### src/rtl/vga_pkg.sv
// Shared constants, FSM state type and span helper for the VGA framebuffer
// write and display-side address logic.
package vga_pkg;

  localparam int unsigned COLS_W = 7;
  localparam int unsigned ROWS_W = 6;
  localparam int unsigned WORD_W = 16;
  localparam int unsigned ADDR_W = 16;

  localparam logic [ADDR_W-1:0] DEF_FB_BASE = 16'hC000;
  localparam int unsigned       DEF_COLS    = 80;
  localparam int unsigned       DEF_ROWS    = 60;

  typedef enum logic [1:0] {
    IDLE,
    FILL,
    FIN
  } fb_state_e;

  // Clip a requested span to the room left before the grid edge.
  function automatic logic [7:0] clip_span(input logic [7:0] req, input logic [7:0] room);
    return (req < room) ? req : room;
  endfunction

endpackage

### src/rtl/fb_raster_stepper.sv
// Row-major raster walker over a clipped rectangle: holds the column/row
// counters and the row base address, and presents current/next address.
module fb_raster_stepper
  import vga_pkg::*;
#(
  parameter int unsigned COLS = DEF_COLS
) (
  input  logic              clk,
  input  logic              rst,
  input  logic              load,
  input  logic              step,
  input  logic [ADDR_W-1:0] start_addr,
  input  logic [7:0]        span_w,
  input  logic [7:0]        span_h,
  output logic [ADDR_W-1:0] cur_addr,
  output logic [ADDR_W-1:0] next_addr,
  output logic              last
);

  localparam logic [ADDR_W-1:0] ROW_STRIDE = ADDR_W'(COLS);

  logic [ADDR_W-1:0] row_base;
  logic [7:0]        col_off;
  logic [7:0]        row_idx;
  logic [7:0]        w_q;
  logic [7:0]        h_q;
  logic              row_end;

  always_comb begin
    row_end   = (col_off == w_q - 8'd1);
    last      = row_end && (row_idx == h_q - 8'd1);
    cur_addr  = row_base + ADDR_W'(col_off);
    next_addr = row_end ? (row_base + ROW_STRIDE) : (cur_addr + ADDR_W'(1));
  end

  always_ff @(posedge clk or negedge rst) begin
    if (!rst) begin
      row_base <= '0;
      col_off  <= '0;
      row_idx  <= '0;
      w_q      <= '0;
      h_q      <= '0;
    end else if (load) begin
      row_base <= start_addr;
      col_off  <= '0;
      row_idx  <= '0;
      w_q      <= span_w;
      h_q      <= span_h;
    end else if (step) begin
      if (row_end) begin
        row_base <= row_base + ROW_STRIDE;
        col_off  <= '0;
        row_idx  <= row_idx + 8'd1;
      end else begin
        col_off  <= col_off + 8'd1;
      end
    end
  end

endmodule

### src/rtl/vga_fb_writer.sv
// Rectangle-fill writer for BRAM port a of the VGA cell grid.
// Define VGA_FB_VBLANK_ONLY_EN to restrict writes to blanking cycles.
module vga_fb_writer
  import vga_pkg::*;
#(
  parameter logic [ADDR_W-1:0] FB_BASE = DEF_FB_BASE,
  parameter int unsigned       COLS    = DEF_COLS,
  parameter int unsigned       ROWS    = DEF_ROWS
) (
  input  logic              clk,
  input  logic              rst,
  input  logic              cmd_valid,
  output logic              cmd_ready,
  input  logic [COLS_W-1:0] cmd_col,
  input  logic [ROWS_W-1:0] cmd_row,
  input  logic [COLS_W-1:0] cmd_w,
  input  logic [ROWS_W-1:0] cmd_h,
  input  logic [WORD_W-1:0] cmd_word,
  input  logic              vga_blank_n,
  output logic              busy,
  output logic              done,
  output logic [ADDR_W-1:0] ram_addr,
  output logic [WORD_W-1:0] ram_data,
  output logic              ram_we
);

  localparam logic [7:0] COLS8 = 8'(COLS);
  localparam logic [7:0] ROWS8 = 8'(ROWS);

  fb_state_e state, state_n;

  logic              accept;
  logic              empty;
  logic              issue_ok;
  logic              load;
  logic              step;
  logic              last;
  logic [7:0]        col8, row8, w8, h8;
  logic [7:0]        span_w, span_h;
  logic [ADDR_W-1:0] start_addr;
  logic [ADDR_W-1:0] cur_addr;
  logic [ADDR_W-1:0] next_addr;
  logic [ADDR_W-1:0] addr_n;
  logic [WORD_W-1:0] data_n;
  logic [WORD_W-1:0] word_q;
  logic              we_n, ready_n, busy_n, done_n;

`ifdef VGA_FB_VBLANK_ONLY_EN
  assign issue_ok = !vga_blank_n;
`else
  logic unused_blank;
  assign unused_blank = vga_blank_n;
  assign issue_ok     = 1'b1;
`endif

  always_comb begin
    accept = cmd_valid && cmd_ready;
    col8   = {1'b0, cmd_col};
    row8   = {2'b00, cmd_row};
    w8     = {1'b0, cmd_w};
    h8     = {2'b00, cmd_h};
    empty  = (w8 == 8'd0) || (h8 == 8'd0) || (col8 >= COLS8) || (row8 >= ROWS8);
    span_w = clip_span(w8, COLS8 - col8);
    span_h = clip_span(h8, ROWS8 - row8);
    // Multiply by a constant only: folds to shift-add of the row index.
    start_addr = FB_BASE + ADDR_W'(cmd_row) * ADDR_W'(COLS) + ADDR_W'(cmd_col);
  end

  always_comb begin
    state_n = state;
    we_n    = 1'b0;
    addr_n  = ram_addr;
    data_n  = ram_data;
    load    = 1'b0;
    step    = 1'b0;
    case (state)
      IDLE, FIN: begin
        state_n = IDLE;
        if (accept) begin
          if (empty) begin
            state_n = FIN;
          end else begin
            state_n = FILL;
            load    = 1'b1;
            we_n    = issue_ok;
            if (issue_ok) begin
              addr_n = start_addr;
              data_n = cmd_word;
            end
          end
        end
      end
      FILL: begin
        if (ram_we && last) begin
          state_n = FIN;
        end else begin
          // Advance only past a cell actually written; a stalled cell is retried.
          step = ram_we;
          we_n = issue_ok;
          if (issue_ok) begin
            addr_n = ram_we ? next_addr : cur_addr;
            data_n = word_q;
          end
        end
      end
      default: state_n = IDLE;
    endcase
    ready_n = (state_n != FILL);
    busy_n  = (state_n == FILL);
    done_n  = (state_n == FIN);
  end

  always_ff @(posedge clk or negedge rst) begin
    if (!rst) begin
      state     <= IDLE;
      cmd_ready <= 1'b0;
      busy      <= 1'b0;
      done      <= 1'b0;
      ram_we    <= 1'b0;
      ram_addr  <= '0;
      ram_data  <= '0;
      word_q    <= '0;
    end else begin
      state     <= state_n;
      cmd_ready <= ready_n;
      busy      <= busy_n;
      done      <= done_n;
      ram_we    <= we_n;
      ram_addr  <= addr_n;
      ram_data  <= data_n;
      if (load) word_q <= cmd_word;
    end
  end

  fb_raster_stepper #(
    .COLS(COLS)
  ) u_stepper (
    .clk       (clk),
    .rst       (rst),
    .load      (load),
    .step      (step),
    .start_addr(start_addr),
    .span_w    (span_w),
    .span_h    (span_h),
    .cur_addr  (cur_addr),
    .next_addr (next_addr),
    .last      (last)
  );

endmodule

### config.mk
export PLATFORM = sky130hd
export DESIGN_NAME = vga_fb_writer
export DESIGN_NICKNAME = d
export VERILOG_FILES = /design/src/rtl/vga_pkg.sv /design/src/rtl/fb_raster_stepper.sv /design/src/rtl/vga_fb_writer.sv
export SDC_FILE = /design/constraint.sdc
export NUM_CORES = 1
export LEC_CHECK = 0
export ABC_AREA = 1
export BUFFER_PORTS_ARGS = -buffer_cell sky130_fd_sc_hd__buf_2
export CAP_MARGIN = 20
export CORE_AREA = 2 2 127 104
export CTS_BUF_LIST = sky130_fd_sc_hd__clkbuf_4
export DETAILED_ROUTE_END_ITERATION = 6
export DIE_AREA = 0 0 129 106
export GPL_ROUTABILITY_DRIVEN = 0
export HOLD_SLACK_MARGIN = 0.06
export PLACE_DENSITY = 0.83
export SLEW_MARGIN = 20
export SYNTH_ARGS = -nofsm -noshare
export SYNTH_HDL_FRONTEND = slang
export SYNTH_HIERARCHICAL = 1
export SYNTH_SLANG_ARGS = --single-unit
### constraint.sdc
create_clock -name clk -period 5.4 [get_ports clk]
set_input_delay 0.54 -clock clk [delete_from_list [all_inputs] [get_ports clk]]
set_output_delay 0.54 -clock clk [all_outputs]
set_load 0.01 [all_outputs]
# --- Word level (Yosys, flattened, before mapping) ---
# Index checks and enable logic that the tools add are counted.
op_classes:
  eq_ne: 10
  n_mul: 1
  n_addsub: 11
  order_cmp: 4
  n_reduce_logical: 15
  n_mux: 32
op_table:
  columns: ["op", "n"]
  rows:
  - ["16-bit two-way mux", 11]
  - ["8-bit two-way mux", 8]
  - ["16-bit case mux with 2 select lines", 2]
  - ["15-bit by 14-bit adder with 16-bit output (first input constant)", 1]
  - ["16-bit by 1-bit adder with 16-bit output (second input constant)", 1]
  - ["16-bit by 7-bit adder with 16-bit output", 1]
  - ["16-bit by 7-bit adder with 16-bit output (second input constant)", 1]
  - ["16-bit by 8-bit adder with 16-bit output", 1]
  - ["8-bit by 1-bit adder with 8-bit output (second input constant)", 2]
  - ["8-bit == test", 2]
  - ["8-bit by 1-bit subtractor with 8-bit output (second input constant)", 2]
  - ["6-bit by 3-bit multiplier with 9-bit output (second input constant)", 1]
  - ["6-bit by 8-bit < comparator with 1-bit output", 1]
  - ["7-bit by 8-bit < comparator with 1-bit output", 1]
  - ["7-bit by 7-bit subtractor with 8-bit output (first input constant)", 1]
  - ["7-bit >= comparator (second input constant)", 1]
  - ["7-bit logical NOT", 1]
  - ["6-bit by 6-bit subtractor with 7-bit output (first input constant)", 1]
  - ["6-bit >= comparator (second input constant)", 1]
  - ["6-bit logical NOT", 1]
  - ["1-bit two-way mux", 6]
  - ["2-bit two-way mux", 3]
  - ["2-bit inequality test (second input constant)", 3]
  - ["2-bit nonzero test", 3]
  - ["other kinds (11)", 17]
totals:
  in_bits: 46
  output_inout_bits: 36
  reg_bits: 102
  wordCells: 86

# --- Logic depth before layout (Yosys ltp) ---
# Gate-level depths: netlist of the first run.
logic_depth:
  depth_word: 9
  depth_mapped: 21
  mapped_depth_nobuf: 21

# --- By module ---
# Netlist of the first run, hierarchy kept.
modules_own_cells:
  columns: ["module", "n_inst", "area_per_inst_um2", "seq_area_each_um2", "cells_per_inst"]
  rows:
  - ["fb_raster_stepper", 1, 4164.0, 1201.2, 618]
  - ["vga_fb_writer", 1, 3706.1, 1351.3, 514]

# --- Worst setup path before layout of the first run ---
# No wires, ideal clock.
synth_path:
  path_type: "reg2reg"
  start: "register u_stepper.w_q[0]"
  end: "register u_stepper.row_idx[2]"
  path_buffers: 1
  stages_incl_launch_ff: 18
  t_required_ns: 5.324
  synth_period_minus_slack_ns: 2.645
  setup_slack_ns: 2.755
  setup_ns: 0.076
  t_arrival_ns: 2.569
  cell_sequence: "dfrtp_1 > inv_1 > ha_1 > nand2_1 > nor2_2 > nand2_1 > xor2_1 > nand2_1 > inv_1 > nand4_4 > nor3_1 > nor3_1 > nor2_1 > inv_1 > nand2_4 > buf_2 > nand2_1 > o21ai_1"
synth_between:
  elab_chain_cells: 8
  elab_cells_between_ends: 9
  cone_classes: "add/sub (1); eq/ne (1); mux (2); reduce/logical (5)"
synth_lines:
  columns: ["item", "line", "source"]
  rows:
  - ["start: declaration", "fb_raster_stepper.sv:25", "logic [7:0] w_q;"]
  - ["start signal: assignment", "fb_raster_stepper.sv:47", "w_q <= span_w;"]
  - ["8-bit by 1-bit subtractor with 8-bit output", "fb_raster_stepper.sv:30", "row_end = (col_off == w_q - 8'd1);"]
  - ["8-bit == test", "fb_raster_stepper.sv:30", null]
  - ["1-bit logical AND", "fb_raster_stepper.sv:31", "last = row_end && (row_idx == h_q - 8'd1);"]
  - ["named net last", "vga_fb_writer.sv:37", "logic last;"]
  - ["1-bit logical AND", "vga_fb_writer.sv:94", "if (ram_we && last) begin"]
  - ["1-bit two-way mux", "vga_fb_writer.sv:94", null]
  - ["1-bit two-way mux", "vga_fb_writer.sv:76", "case (state)"]
  - ["named net step", "vga_fb_writer.sv:36", "logic step;"]
  - ["2-bit nonzero test (no line)", null, null]
  - ["2-bit AND reduction (no line)", null, null]
  - ["end signal: assignment", "fb_raster_stepper.sv:53", "row_idx <= row_idx + 8'd1;"]
  - ["end: declaration", "fb_raster_stepper.sv:24", "logic [7:0] row_idx;"]
# The timed path passes the listed nets, and every way through them passes these cells.
# A chain may end at the register's enable or synchronous reset.

# --- Worst setup path in the final report of the first run ---
layout_path:
  start: "register u_stepper.w_q[0]"
  end: "register u_stepper.row_idx[5]"
# Same word-level chain as after synthesis.

==> results of run 1 <==
[stage by stage]
| stage | instance area (um^2) | std cells | total power, uW |
|---|---|---|---|
| 5_1_grt | 8537 | 1382 | 4523 |
| 3_5_place_dp | 8359 | 1365 | 3638 |
| 6_report | 8537 | 1382 | 4128 |
| 4_1_cts | 8537 | 1382 | 4110 |
| 2_1_floorplan | 7885 | 1136 | 3067 |
| 3_3_place_gp | 8359 | 1365 | 3561 |
[layout by cell type, fill, tap and decap left out, types with 11 or more instances in the layout]
cell type and count:
ha_1 38, inv_1 124, dfrtp_1 102, mux2i_1 11, buf_2 79, nand3_1 76, o21ai_1 19, a21oi_1 16
xor2_1 42, o21ai_0 60, nor3_1 11, nand2_1 401, nor2_1 74, nor2_2 12, nand2_2 12, xnor2_1 16
o211ai_1 20, nand4_1 17
[layout make-up]
type / count / area [um^2] / area share [%]
repair buffers: 86 / 450.4 / 5.276
flip-flops and latches: 102 / 2552 / 29.90
inverters: 133 / 501.7 / 5.877
clock inverters: 7 / 100.1 / 1.173
clock buffers: 9 / 67.56 / 0.7914
multi-input cells: 870 / 4646 / 54.42
well taps: 175 / 219.0 / 2.565
[cell families after synthesis]
logic type | count (synthesis) | share of synthesized area, %
buffers and inverters | 164 | 8.728
other | 2 | 0.09543
adder cells (fa/ha/maj) | 41 | 6.805
AO/OA/AOI/OAI | 129 | 9.253
XOR/XNOR | 61 | 7.361
multiplexers | 11 | 1.399
AND/OR/NAND/NOR | 622 | 33.93
flip-flops | 102 | 32.43
[power by group through the flow]
stage          Clock (uW)  Combinational, uW  Sequential [uW]
2_1_floorplan           0               1720             1340
3_3_place_gp            0               2210             1350
3_5_place_dp            0               2280             1360
4_1_cts               465               2300             1350
5_1_grt               496               2630             1400
6_report              456               2310             1360
[state kept, by name (all words and copies together), names as in the netlist]
name and cells:
state 2, u_stepper/col_off 8, done 1, busy 1, u_stepper/row_idx 8, ram_data 16, u_stepper/h_q 8, u_stepper/w_q 8
cmd_ready 1, word_q 16, ram_addr 16, ram_we 1, u_stepper/row_base 16
[repair_timing]
item                                   in CTS  in global routing
endpoints found under the hold margin      46                  0
buffers inserted                            0                  0
hold buffers                                1                  0
[worst min-delay path: cells and delay by family]
kind / cells / cell delay, ns
and+or+nand+nor: 1 / 0.04
AOI/OAI and AO/OA: 1 / 0.06
buffers and inverters: 1 / 0.09
[final timing paths]
check	from	to	slack (ns)	cells after the start
worst min-delay path	cmd_word[5]	word_q[5]	0.26	3
worst min register to register	ram_addr[14]	ram_addr[14]	0.49	2
min in group asynchronous	rst	u_stepper/row_idx[1]	0.55	2
worst max-delay path	u_stepper/w_q[0]	u_stepper/row_idx[5]	1.67	17
worst max register to register	u_stepper/w_q[0]	u_stepper/row_idx[5]	1.67	17
max in group asynchronous	rst	u_stepper/row_base[13]	3.70	3
[layer usage]
| layer | track usage (%) | share of wire (%) |
|---|---|---|
| met1 | 43.06 | 46 |
| met2 | 47.35 | 45 |
| met3 | 6.090 | 7.7 |
| met4 | 6.366 | 1.1 |
| met5 | 0 | 0 |
==> key figures, run 1 <==
Global routing
  • Gr ovfl total: 0
  • Largest net degree at the start of global routing: 57
  • Initial antenna violation count: 0
  • GRT Total Usage: 30.03%
  • Vias in the first global route: 6995
  • First-pass GRT wire length: 33.02 mm

Routing
  • DRC Markers: 0
  • Routed len/inst: 13.91 um
  • Via Count: 7488
  • DR iter-0 viols: 653
  • Vias per cell: 5.418
  • Detailed Route WL: 19.22 mm
  • Detailed Routing Iterations Pass 1: 7
  • DRT antenna net count: 0

Power and ir drop
  • Cell Int Power: 2071 uW
  • Psw: 2056 uW
  • Leakage: 0.004592 uW
  • Switch share: 49.82%
  • Clock share of power: 11.0%
  • Comb power frac: 56.1%
  • Power Density: 483.5 mW/mm^2
  • Worst vdd ir: 0.3255 mV
  • Reg power frac: 32.9%

Cells and area
  • # nets final: 1289
  • Final core occ: 68.05%
  • Area Overhead vs Synth: 8.474%
  • Fraction of layout cells with a size suffix above 1: 12.59%
  • Layout fillers: 1122
  • Ant. Diodes: 0

CTS
  • H-tree levels: 3
  • TritonCTS clock tree: built
  • Clock latency on the worst-skew pair: 0.50 ns
  • Clock root cell: clkbuf_4
  • PostCTS Resize Cnt: 0
  • Clk sink count: 102
  • Total CTS buffers: 9
  • Clock Path Buffers: 2
  • Clock transition at path regs: 0.18 ns

Timing
  • Fin Setup TNS: 0 ns
  • Clock Skews: 0.02147 ns
  • Max Freq: 0.2679 GHz
  • RSZ-0062 raised after global routing: false
  • Max-slew violations: 0
  • Hold Vio Cnt, Final: 0
  • Worst Max-Slew Pin Slew: 0.7151 ns
  • Final setup vio count: 0
  • Final Hold Slack: 0.2568 ns
  • Worst slew margin: 52.33%
  • Min Clock Period, post-route: 3.733 ns
  • Final WS setup: 1.667 ns
  • Final period util: 69.13%

Floorplan
  • # rows: 37
  • Chip height: 106 um
  • Core area: 0.01255 mm^2
  • DIE AREA: 0.01367 mm^2
  • # IOs: 82
  • Starting Density: 62.73%
  • Die width: 129 um

Logic synthesis
  • Post-synth EDFFs: 0
  • Async SR Flop Fraction: 100.0%
  • Mapped cell area: 0.007870 mm^2
  • Sequential cell area fraction in the yosys report: 32.43%
  • Ranking of synthesized cells by area: dfrtp_1 (32%), nand2_1 (19%), ha_1 (6.0%)
  • Netlist cell types: 43
  • Leading area contributor after synthesis: dfrtp_1
  • Syn_area_per_cell: 6.952 um^2
  • Most common library cells after synthesis: nand2_1 (401), inv_1 (124), dfrtp_1 (102), nand3_1 (76), nor2_1 (74)
  • Post-synth top area share: 32.43%
  • #FFs+latches synth: 102
  • Most common cell in the synthesized netlist: nand2_1
  • Synth Flop Type: dfrtp_1
  • Yosys warning count: 6
  • Mapped Cells: 1132

Critical path
  • Setup crit start kind: flip-flop
  • Worst setup EP type: flip-flop
  • CP Data Arrival Time: 4.13 ns
  • Worst path top cell family by delay: simple AND/OR/NAND/NOR gates
  • Worst path buffer plus inverter count: 4
  • CP Max Fanout: 36
  • Slowest CP cell: dfrtp_1
  • Ordered list of cells on the worst path: inv_1 > ha_1 > nand2_1 > nor2_2 > nand2_1 > xor2_1 > nand2_1 > inv_1 > nand4_4 > nor3_1 > nor3_1 > nor2_1 > inv_1 > nand2_4 > inv_1 > nand2_1 > o21ai_0
  • Crit path required time: 5.80 ns
  • CP Class: flip-flop to flip-flop
  • Slowest cell delay on critical path: 0.43 ns

Placement
  • Dpl ws: 1.776 ns
  • PortBufs: 80
  • Dpl hpwl: 14.43 mm

Min path
  • Min-delay worst type: input pin to flip-flop

Flow run
  • Max-cap violations: 0

Status
  • Status: completed
No activity file was read; power rests on OpenSTA's default activity.
==> inputs of run 2 (changes only) <==
- CORE_AREA: 2 2 127 104 -> 2 2 129 106
- DIE_AREA: 0 0 129 106 -> 0 0 131 108
- PLACE_DENSITY: 0.83 -> 0.81
- clock period: 5.4 -> 3.6 ns (I/O delays scaled with it)
==> key figures, run 2 (synthesized netlist as in run 1, its figures left out) <==
Status
  • Status: completed (unchanged)

Critical path
  • Reg2Reg Setup Slack: 0.43 ns (was 1.67 ns)
  • Worst path top cell family by delay: simple AND/OR/NAND/NOR gates (unchanged)
  • Crit path required time: 3.99 ns (was 5.80 ns)
  • Most frequent CP cell: nand2_1
  • Worst setup EP type: flip-flop (unchanged)
  • CP Class: flip-flop to flip-flop (unchanged)
  • Worst Reg-to-Reg Cells: 16 (was 17)
  • Reg2reg end: ram_addr[13] (was u_stepper/row_idx[5])
  • Stages on worst setup path: 16 (was 17)
  • Slowest CP cell: dfrtp_1 (unchanged)
  • R2r startpoint: u_stepper/w_q[0] (unchanged)
  • Slowest cell delay on critical path: 0.42 ns (was 0.43 ns)
  • Ordered list of cells on the worst path: inv_1 > ha_1 > nand2_1 > nor2_2 > nand2_1 > xor2_1 > nand2_1 > inv_1 > nand4_4 > nor3_1 > nand2_1 > nand2_1 > nand2_4 > buf_4 > o211ai_1 > nand2_1 (was inv_1 > ha_1 > nand2_1 > nor2_2 > nand2_1 > xor2_1 > nand2_1 > inv_1 > nand4_4 > nor3_1 > nor3_1 > nor2_1 > inv_1 > nand2_4 > inv_1 > nand2_1 > o21ai_0)
  • Setup crit start kind: flip-flop (unchanged)
  • CP Data Arrival Time: 3.56 ns (was 4.13 ns)
  • Worst path buffer plus inverter count: 3 (was 4)
  • CP Max Fanout: 27 (was 36)

CTS
  • Clk sink count: 102 (unchanged)
  • Total CTS buffers: 9 (unchanged)
  • Clock root cell: clkbuf_4 (unchanged)
  • Post-CTS Setup Repair Bufs: 0 (unchanged)
  • Clock transition at path regs: 0.16 ns (was 0.18 ns)
  • Clock Path Buffers: 2 (unchanged)
  • Clock latency on the worst-skew pair: 0.50 ns (about the same)
  • PostCTS Resize Cnt: 0 (unchanged)
  • H-tree levels: 3 (unchanged)
  • TritonCTS clock tree: built (unchanged)

Timing
  • Worst slew margin: 49.59% (was 52.33%)
  • Max Freq: 0.3159 GHz (was 0.2679 GHz)
  • Worst Max-Slew Pin Slew: 0.7561 ns (was 0.7151 ns)
  • Fin Setup TNS: 0 ns (unchanged)
  • Max-slew violations: 0 (unchanged)
  • Hold Vio Cnt, Final: 0 (unchanged)
  • Clock Skews: 0.02007 ns (was 0.02147 ns)
  • Final period util: 87.92% (was 69.13%)
  • Final setup vio count: 0 (unchanged)
  • Min Clock Period, post-route: 3.165 ns (was 3.733 ns)
  • RSZ-0062 raised after global routing: false (unchanged)

Routing
  • Detailed Route WL: 19.45 mm (was 19.22 mm)
  • Detailed Routing Iterations Pass 1: 5 (was 7)
  • Routed len/inst: 13.97 um (was 13.91 um)
  • Vias per cell: 5.397 (was 5.418)
  • DRT antenna net count: 0 (unchanged)
  • DRC Markers: 0 (unchanged)
  • DR iter-0 viols: 572 (was 653)
  • Via Count: 7512 (was 7488)

Cells and area
  • Fraction of layout cells with a size suffix above 1: 12.98% (was 12.59%)
  • Most common library cell in the layout ignoring fill and taps: nand2_1 (unchanged)
  • Final Non-Filler Cells: 1392 (was 1382)
  • Most frequent cells in the layout: nand2_1 (401), inv_1 (124), dfrtp_1 (102), buf_2 (79), nand3_1 (76) (unchanged)
  • Area Overhead vs Synth: 9.269% (was 8.474%)
  • # nets final: 1299 (was 1289)
  • Ant. Diodes: 0 (unchanged)

Global routing
  • Initial antenna violation count: 0 (unchanged)
  • Largest net degree at the start of global routing: 83 (was 57)
  • GRT Total Usage: 29.49% (was 30.03%)
  • Gr ovfl total: 0 (unchanged)
  • Vias in the first global route: 7208 (was 6995)
  • First-pass GRT wire length: 33.11 mm (was 33.02 mm)

Min path
  • HP Start: cmd_word[4] (was cmd_word[5])
  • Worst Hold Endpoint: word_q[4] (was word_q[5])
  • Hold Path Depth: 3 (unchanged)
  • Min-delay worst type: input pin to flip-flop (unchanged)

Floorplan
  • Starting Density: 61.82% (was 62.73%)
  • # IOs: 82 (unchanged)
  • Core area: 0.01273 mm^2 (was 0.01255 mm^2)
  • Chip height: 108 um (was 106 um)
  • Die width: 131 um (was 129 um)
  • DIE AREA: 0.01415 mm^2 (was 0.01367 mm^2)
  • # rows: 37 (unchanged)

Power and ir drop
  • Overall power: 6182 uW (was 4128 uW)
  • Worst vdd ir: 0.3979 mV (was 0.3255 mV)
  • Leakage: 0.004629 uW (was 0.004592 uW)
  • Power Density: 718.9 mW/mm^2 (was 483.5 mW/mm^2)

Flow run
  • Max-cap violations: 0 (unchanged)

Placement
  • PortBufs: 80 (unchanged)
  • Dpl hpwl: 14.54 mm (was 14.43 mm)
  • Placed Cells: 1372 (was 1365)
==> run 2: through the flow <==
| step | util [%] | worst slack (ns) | hold slack [ns] | cell area (um^2) |
|---|---|---|---|---|
| finish | 67.55 | 0.4348 | 0.08813 | 8600 |
| global route | 67.55 | 0.1568 | 0.07676 | 8600 |
| CTS | 67.44 | 0.4594 | 0.06196 | 8586 |
| detailed placement | 66.17 | 0.4829 | 0.4578 | 8424 |
| global placement | 66.17 | 0.5711 | 0.4529 | 8424 |
| floorplan | - | 0.9552 | 0.06441 | 7885 |
==> run 2: worst min-delay path: cells and delay by family <==
kind / cells / cell delay (ns)
compound gates: 1 / 0.06
buf+inv: 1 / 0.09
simple gates: 1 / 0.04
==> run 2: final cells by class <==
class / count / area (um^2)
Clock inverter: 7 / 63.81
Sequential cell: 102 / 2552
Tap cell: 175 / 219.0
Clock buffer: 9 / 67.56
Inverter: 133 / 501.7
Timing Repair Buffer: 96 / 549.3
Fill cell: 1159 / 4131
Multi-Input combinational cell: 870 / 4646
==> run 2: how the worst max path moves through the flow <==
stage | slack, ns | endpoint | startpoint
after floorplan | 0.96 | u_stepper/row_idx[2] | u_stepper/w_q[0]
after global placement | 0.57 | ram_addr[8] | u_stepper/w_q[0]
after detailed placement | 0.48 | ram_addr[6] | u_stepper/w_q[0]
after CTS | 0.46 | ram_addr[13] | u_stepper/w_q[0]
after global routing | 0.16 | u_stepper/col_off[5] | u_stepper/w_q[0]
final | 0.43 | ram_addr[13] | u_stepper/w_q[0]
==> run 2: what timing repair did <==
action                                  in CTS  in global routing
endpoints found under the hold margin       57                  1
hold buffers                                 3                  1
endpoints found under the setup margin       0                  0
==> run 2: layer usage <==
| metal | vias to the layer above | track usage (%) | routed length (um) |
|---|---|---|---|
| met5 | - | 0 | 0 |
| met1 | 3515 | 41.76 | 9190 |
| met3 | 25 | 6.383 | 1201 |
| met2 | 214 | 46.11 | 8788 |
| met4 | 0 | 7.751 | 267 |
| li1 | 3758 | - | - |
==> run 2: where the power goes <==
group / switching (uW) / internal (uW) / leakage, uW / total [uW]
Clock: 440 / 161 / 0.0000743 / 601
Combinational: 2280 / 1290 / 0.00327 / 3570
Sequential: 387 / 1630 / 0.00129 / 2010
Total: 3110 / 3080 / 0.00463 / 6180
==> inputs of run 3 (changes only) <==
- CORE_AREA: 2 2 129 106 -> 2 2 128 105
- CTS_BUF_LIST: sky130_fd_sc_hd__clkbuf_4 -> sky130_fd_sc_hd__clkbuf_16
- DIE_AREA: 0 0 131 108 -> 0 0 130 107
- GPL_ROUTABILITY_DRIVEN: 0 -> 1
- PLACE_DENSITY: 0.81 -> 0.78
- SYNTH_HIERARCHICAL: 1 -> not set
==> key figures, run 3 <==
Critical path
  • Worst setup EP type: flip-flop (unchanged)
  • Worst path top cell family by delay: simple AND/OR/NAND/NOR gates (unchanged)
  • R2r startpoint: u_stepper.w_q[0] (was u_stepper/w_q[0])
  • CP Class: flip-flop to flip-flop (unchanged)
  • Slowest cell delay on critical path: 0.39 ns (was 0.42 ns)
  • Most frequent CP cell: nor2_1 (was nand2_1)
  • CP Max Fanout: 25 (was 27)
  • Stages on worst setup path: 16 (unchanged)
  • Ordered list of cells on the worst path: inv_1 > ha_1 > xor2_1 > or2_2 > nand2_1 > nor2_1 > nand3_1 > nor2_4 > buf_4 > nor2_1 > inv_1 > nand2_4 > inv_2 > nand3_1 > nand2_1 > nor2_1 (was inv_1 > ha_1 > nand2_1 > nor2_2 > nand2_1 > xor2_1 > nand2_1 > inv_1 > nand4_4 > nor3_1 > nand2_1 > nand2_1 > nand2_4 > buf_4 > o211ai_1 > nand2_1)
  • CP Data Arrival Time: 3.26 ns (was 3.56 ns)
  • Reg2Reg Setup Slack: 0.59 ns (was 0.43 ns)
  • Crit path required time: 3.85 ns (was 3.99 ns)
  • Worst Reg-to-Reg Cells: 16 (unchanged)
  • Setup crit start kind: flip-flop (unchanged)
  • Reg2reg end: u_stepper.row_idx[2] (was ram_addr[13])
  • Slowest CP cell: dfrtp_1 (unchanged)
  • Worst path buffer plus inverter count: 4 (was 3)

CTS
  • Clock root cell: clkbuf_16 (was clkbuf_4)
  • Post-CTS Hold Fix Bufs: 0 (was 3)
  • TritonCTS clock tree: built (unchanged)
  • PostCTS Resize Cnt: 0 (unchanged)
  • Post-CTS Setup Repair Bufs: 0 (unchanged)
  • H-tree levels: 3 (unchanged)
  • Clock transition at path regs: 0.08 ns (was 0.16 ns)
  • Clock Path Buffers: 2 (unchanged)
  • Total CTS buffers: 9 (unchanged)
  • Clk sink count: 101 (was 102)
  • Clock latency on the worst-skew pair: 0.36 ns (was 0.50 ns)

Placement
  • PortBufs: 80 (unchanged)
  • Dpl ws: 0.6383 ns (was 0.4829 ns)
  • Placer Congestion: 0.9158
  • Dpl hpwl: 14.87 mm (was 14.54 mm)

Logic synthesis
  • Syn_area_per_cell: 6.925 um^2 (was 6.952 um^2)
  • Mapped Cells: 1071 (was 1132)
  • Sequential cell area fraction in the yosys report: 34.08% (was 32.43%)
  • Most common cell in the synthesized netlist: nand2_1 (unchanged)
  • Async SR Flop Fraction: 100.0% (unchanged)
  • Yosys warning count: 0 (was 6)
  • Leading area contributor after synthesis: dfrtp_1 (unchanged)
  • Post-synth EDFFs: 0 (unchanged)
  • #FFs+latches synth: 101 (was 102)
  • Most common library cells after synthesis: nand2_1 (330), inv_1 (116), dfrtp_1 (101), nor2_1 (96), o21ai_0 (78) (was nand2_1 (401), inv_1 (124), dfrtp_1 (102), nand3_1 (76), nor2_1 (74))
  • Netlist cell types: 42 (was 43)
  • Mapped cell area: 0.007417 mm^2 (was 0.007870 mm^2)
  • Synth Flop Type: dfrtp_1 (unchanged)
  • Synth Net Count: 1158
  • Ranking of synthesized cells by area: dfrtp_1 (34%), nand2_1 (17%), ha_1 (6.4%) (was dfrtp_1 (32%), nand2_1 (19%), ha_1 (6.0%))
  • Post-synth top area share: 34.08% (was 32.43%)

Timing
  • Final WS setup: 0.5949 ns (was 0.4348 ns)
  • Final setup vio count: 0 (unchanged)
  • Worst Max-Slew Pin Slew: 0.8499 ns (was 0.7561 ns)
  • Final period util: 83.48% (was 87.92%)
  • Max Freq: 0.3328 GHz (was 0.3159 GHz)
  • Final Hold Slack: 0.05346 ns (was 0.08813 ns)
  • Clock Skews: 0.009306 ns (was 0.02007 ns)
  • Min Clock Period, post-route: 3.005 ns (was 3.165 ns)
  • Worst slew margin: 43.09% (was 49.59%)
  • Max-slew violations: 0 (unchanged)
  • Hold Vio Cnt, Final: 0 (unchanged)
  • RSZ-0062 raised after global routing: false (unchanged)
  • Fin Setup TNS: 0 ns (unchanged)

Routing
  • DRC Markers: 0 (unchanged)
  • DRT antenna net count: 0 (unchanged)
  • Detailed Routing Iterations Pass 1: 6 (was 5)
  • DR iter-0 viols: 654 (was 572)
  • Detailed Route WL: 19.93 mm (was 19.45 mm)
  • Via Count: 7263 (was 7512)
  • Vias per cell: 5.511 (was 5.397)
  • Routed len/inst: 15.12 um (was 13.97 um)

Min path
  • Min-delay worst type: input pin to asynchronous set/reset pin (was input pin to flip-flop)

Cells and area
  • Most frequent cells in the layout: nand2_1 (330), inv_1 (116), dfrtp_1 (101), nor2_1 (95), buf_2 (79) (was nand2_1 (401), inv_1 (124), dfrtp_1 (102), buf_2 (79), nand3_1 (76))
  • Final core occ: 65.40% (was 67.55%)
  • Layout fillers: 1133 (was 1159)
  • Area Overhead vs Synth: 11.44% (was 9.269%)
  • Ant. Diodes: 0 (unchanged)
  • Most common library cell in the layout ignoring fill and taps: nand2_1 (unchanged)
  • Fraction of layout cells with a size suffix above 1: 10.94% (was 12.98%)
  • # nets final: 1225 (was 1299)

Power and ir drop
  • Power Density: 827.7 mW/mm^2 (was 718.9 mW/mm^2)
  • Worst vdd ir: 0.4335 mV (was 0.3979 mV)
  • Leakage: 0.004302 uW (was 0.004629 uW)
  • Overall power: 6841 uW (was 6182 uW)

Floorplan
  • # rows: 37 (unchanged)
  • Starting Density: 58.69% (was 61.82%)
  • DIE AREA: 0.01391 mm^2 (was 0.01415 mm^2)
  • Chip height: 107 um (was 108 um)
  • # IOs: 82 (unchanged)
  • Die width: 130 um (was 131 um)
  • Core area: 0.01264 mm^2 (was 0.01273 mm^2)

Flow run
  • Max-cap violations: 0 (unchanged)

Global routing
  • Gr ovfl total: 0 (unchanged)
  • GRT Total Usage: 29.63% (was 29.49%)
  • Vias in the first global route: 6533 (was 7208)
  • First-pass GRT wire length: 32.35 mm (was 33.11 mm)
  • Initial antenna violation count: 0 (unchanged)
  • Largest net degree at the start of global routing: 58 (was 83)

Status
  • Status: completed (unchanged)
==> run 3: changes by cell type in the layout (fill, tap and decap cells not counted), moves of 10 or more <==
cell / before / now
nand2_1: 401 / 330
nand3_1: 76 / 55
o21ai_0: 60 / 78
nor2_2: 12 / 2
nand2_2: 12 / 2
o211ai_1: 20 / 8
a31oi_1: 0 / 23
a21oi_1: 16 / 48
nor2_1: 74 / 95
==> run 3: cells by family after synthesis <==
family                     count (synthesis)  synth area share, %
DFF                                      101                34.08
AOI/OAI and AO/OA                        180                13.16
xor gates and xnor gates                  60                7.085
and+or+nand+nor                          535                30.08
adders and majority gates                 41                7.220
muxes                                      2               0.2699
buffers and inverters                    152                8.114
==> run 3: report_power, final <==
part / internal [uW] / total, uW / switching [uW]
Sequential: 1660 / 2070 / 417
Clock: 553 / 1040 / 483
Combinational: 1330 / 3730 / 2400
Total: 3540 / 6840 / 3300
==> run 3: worst max path at each step <==
| stage | startpoint | end |
|---|---|---|
| 6_report | u_stepper.w_q[0] | u_stepper.row_idx[2] |
| 5_1_grt | u_stepper.w_q[0] | u_stepper.row_idx[2] |
| 4_1_cts | u_stepper.w_q[0] | u_stepper.row_idx[2] |
| 3_5_place_dp | u_stepper.w_q[0] | u_stepper.row_idx[2] |
| 3_3_place_gp | u_stepper.w_q[0] | u_stepper.row_idx[2] |
| 2_1_floorplan | u_stepper.col_off[0] | ram_addr[10] |
==> run 3: worst register-to-register path, cell delays in order (launching register included) <==
cell	delay, ns
dfrtp_1	0.39
inv_1	0.11
ha_1	0.21
xor2_1	0.19
or2_2	0.15
nand2_1	0.05
nor2_1	0.10
nand3_1	0.17
nor2_4	0.18
buf_4	0.28
nor2_1	0.11
inv_1	0.16
nand2_4	0.17
inv_2	0.37
nand3_1	0.14
nand2_1	0.09
nor2_1	0.04
==> run 3: final cells by class <==
class	instances	area, um^2	area share [%]
clock inverters	7	82.58	0.9991
inverters	118	442.9	5.359
clock buffers	9	225.2	2.725
repair buffers	90	478.0	5.783
multi-input cells	818	4290	51.91
flip-flops and latches	101	2527	30.58
well taps	175	219.0	2.649
==> run 3: stage by stage <==
step | instance area (um^2) | std cells
global route | 8265 | 1318
floorplan | 7417 | 1071
finish | 8265 | 1318
CTS | 8265 | 1318
detailed placement | 7958 | 1302
global placement | 7958 | 1302
==> run 3: per-layer routing <==
metal  track usage (%)  wire (um)  vias up
li1                  -          -     3599
met1             42.85       9246     3372
met2             45.92       9010      252
met3             4.541       1287       40
met4             8.756        386        0
met5                 0          0        -
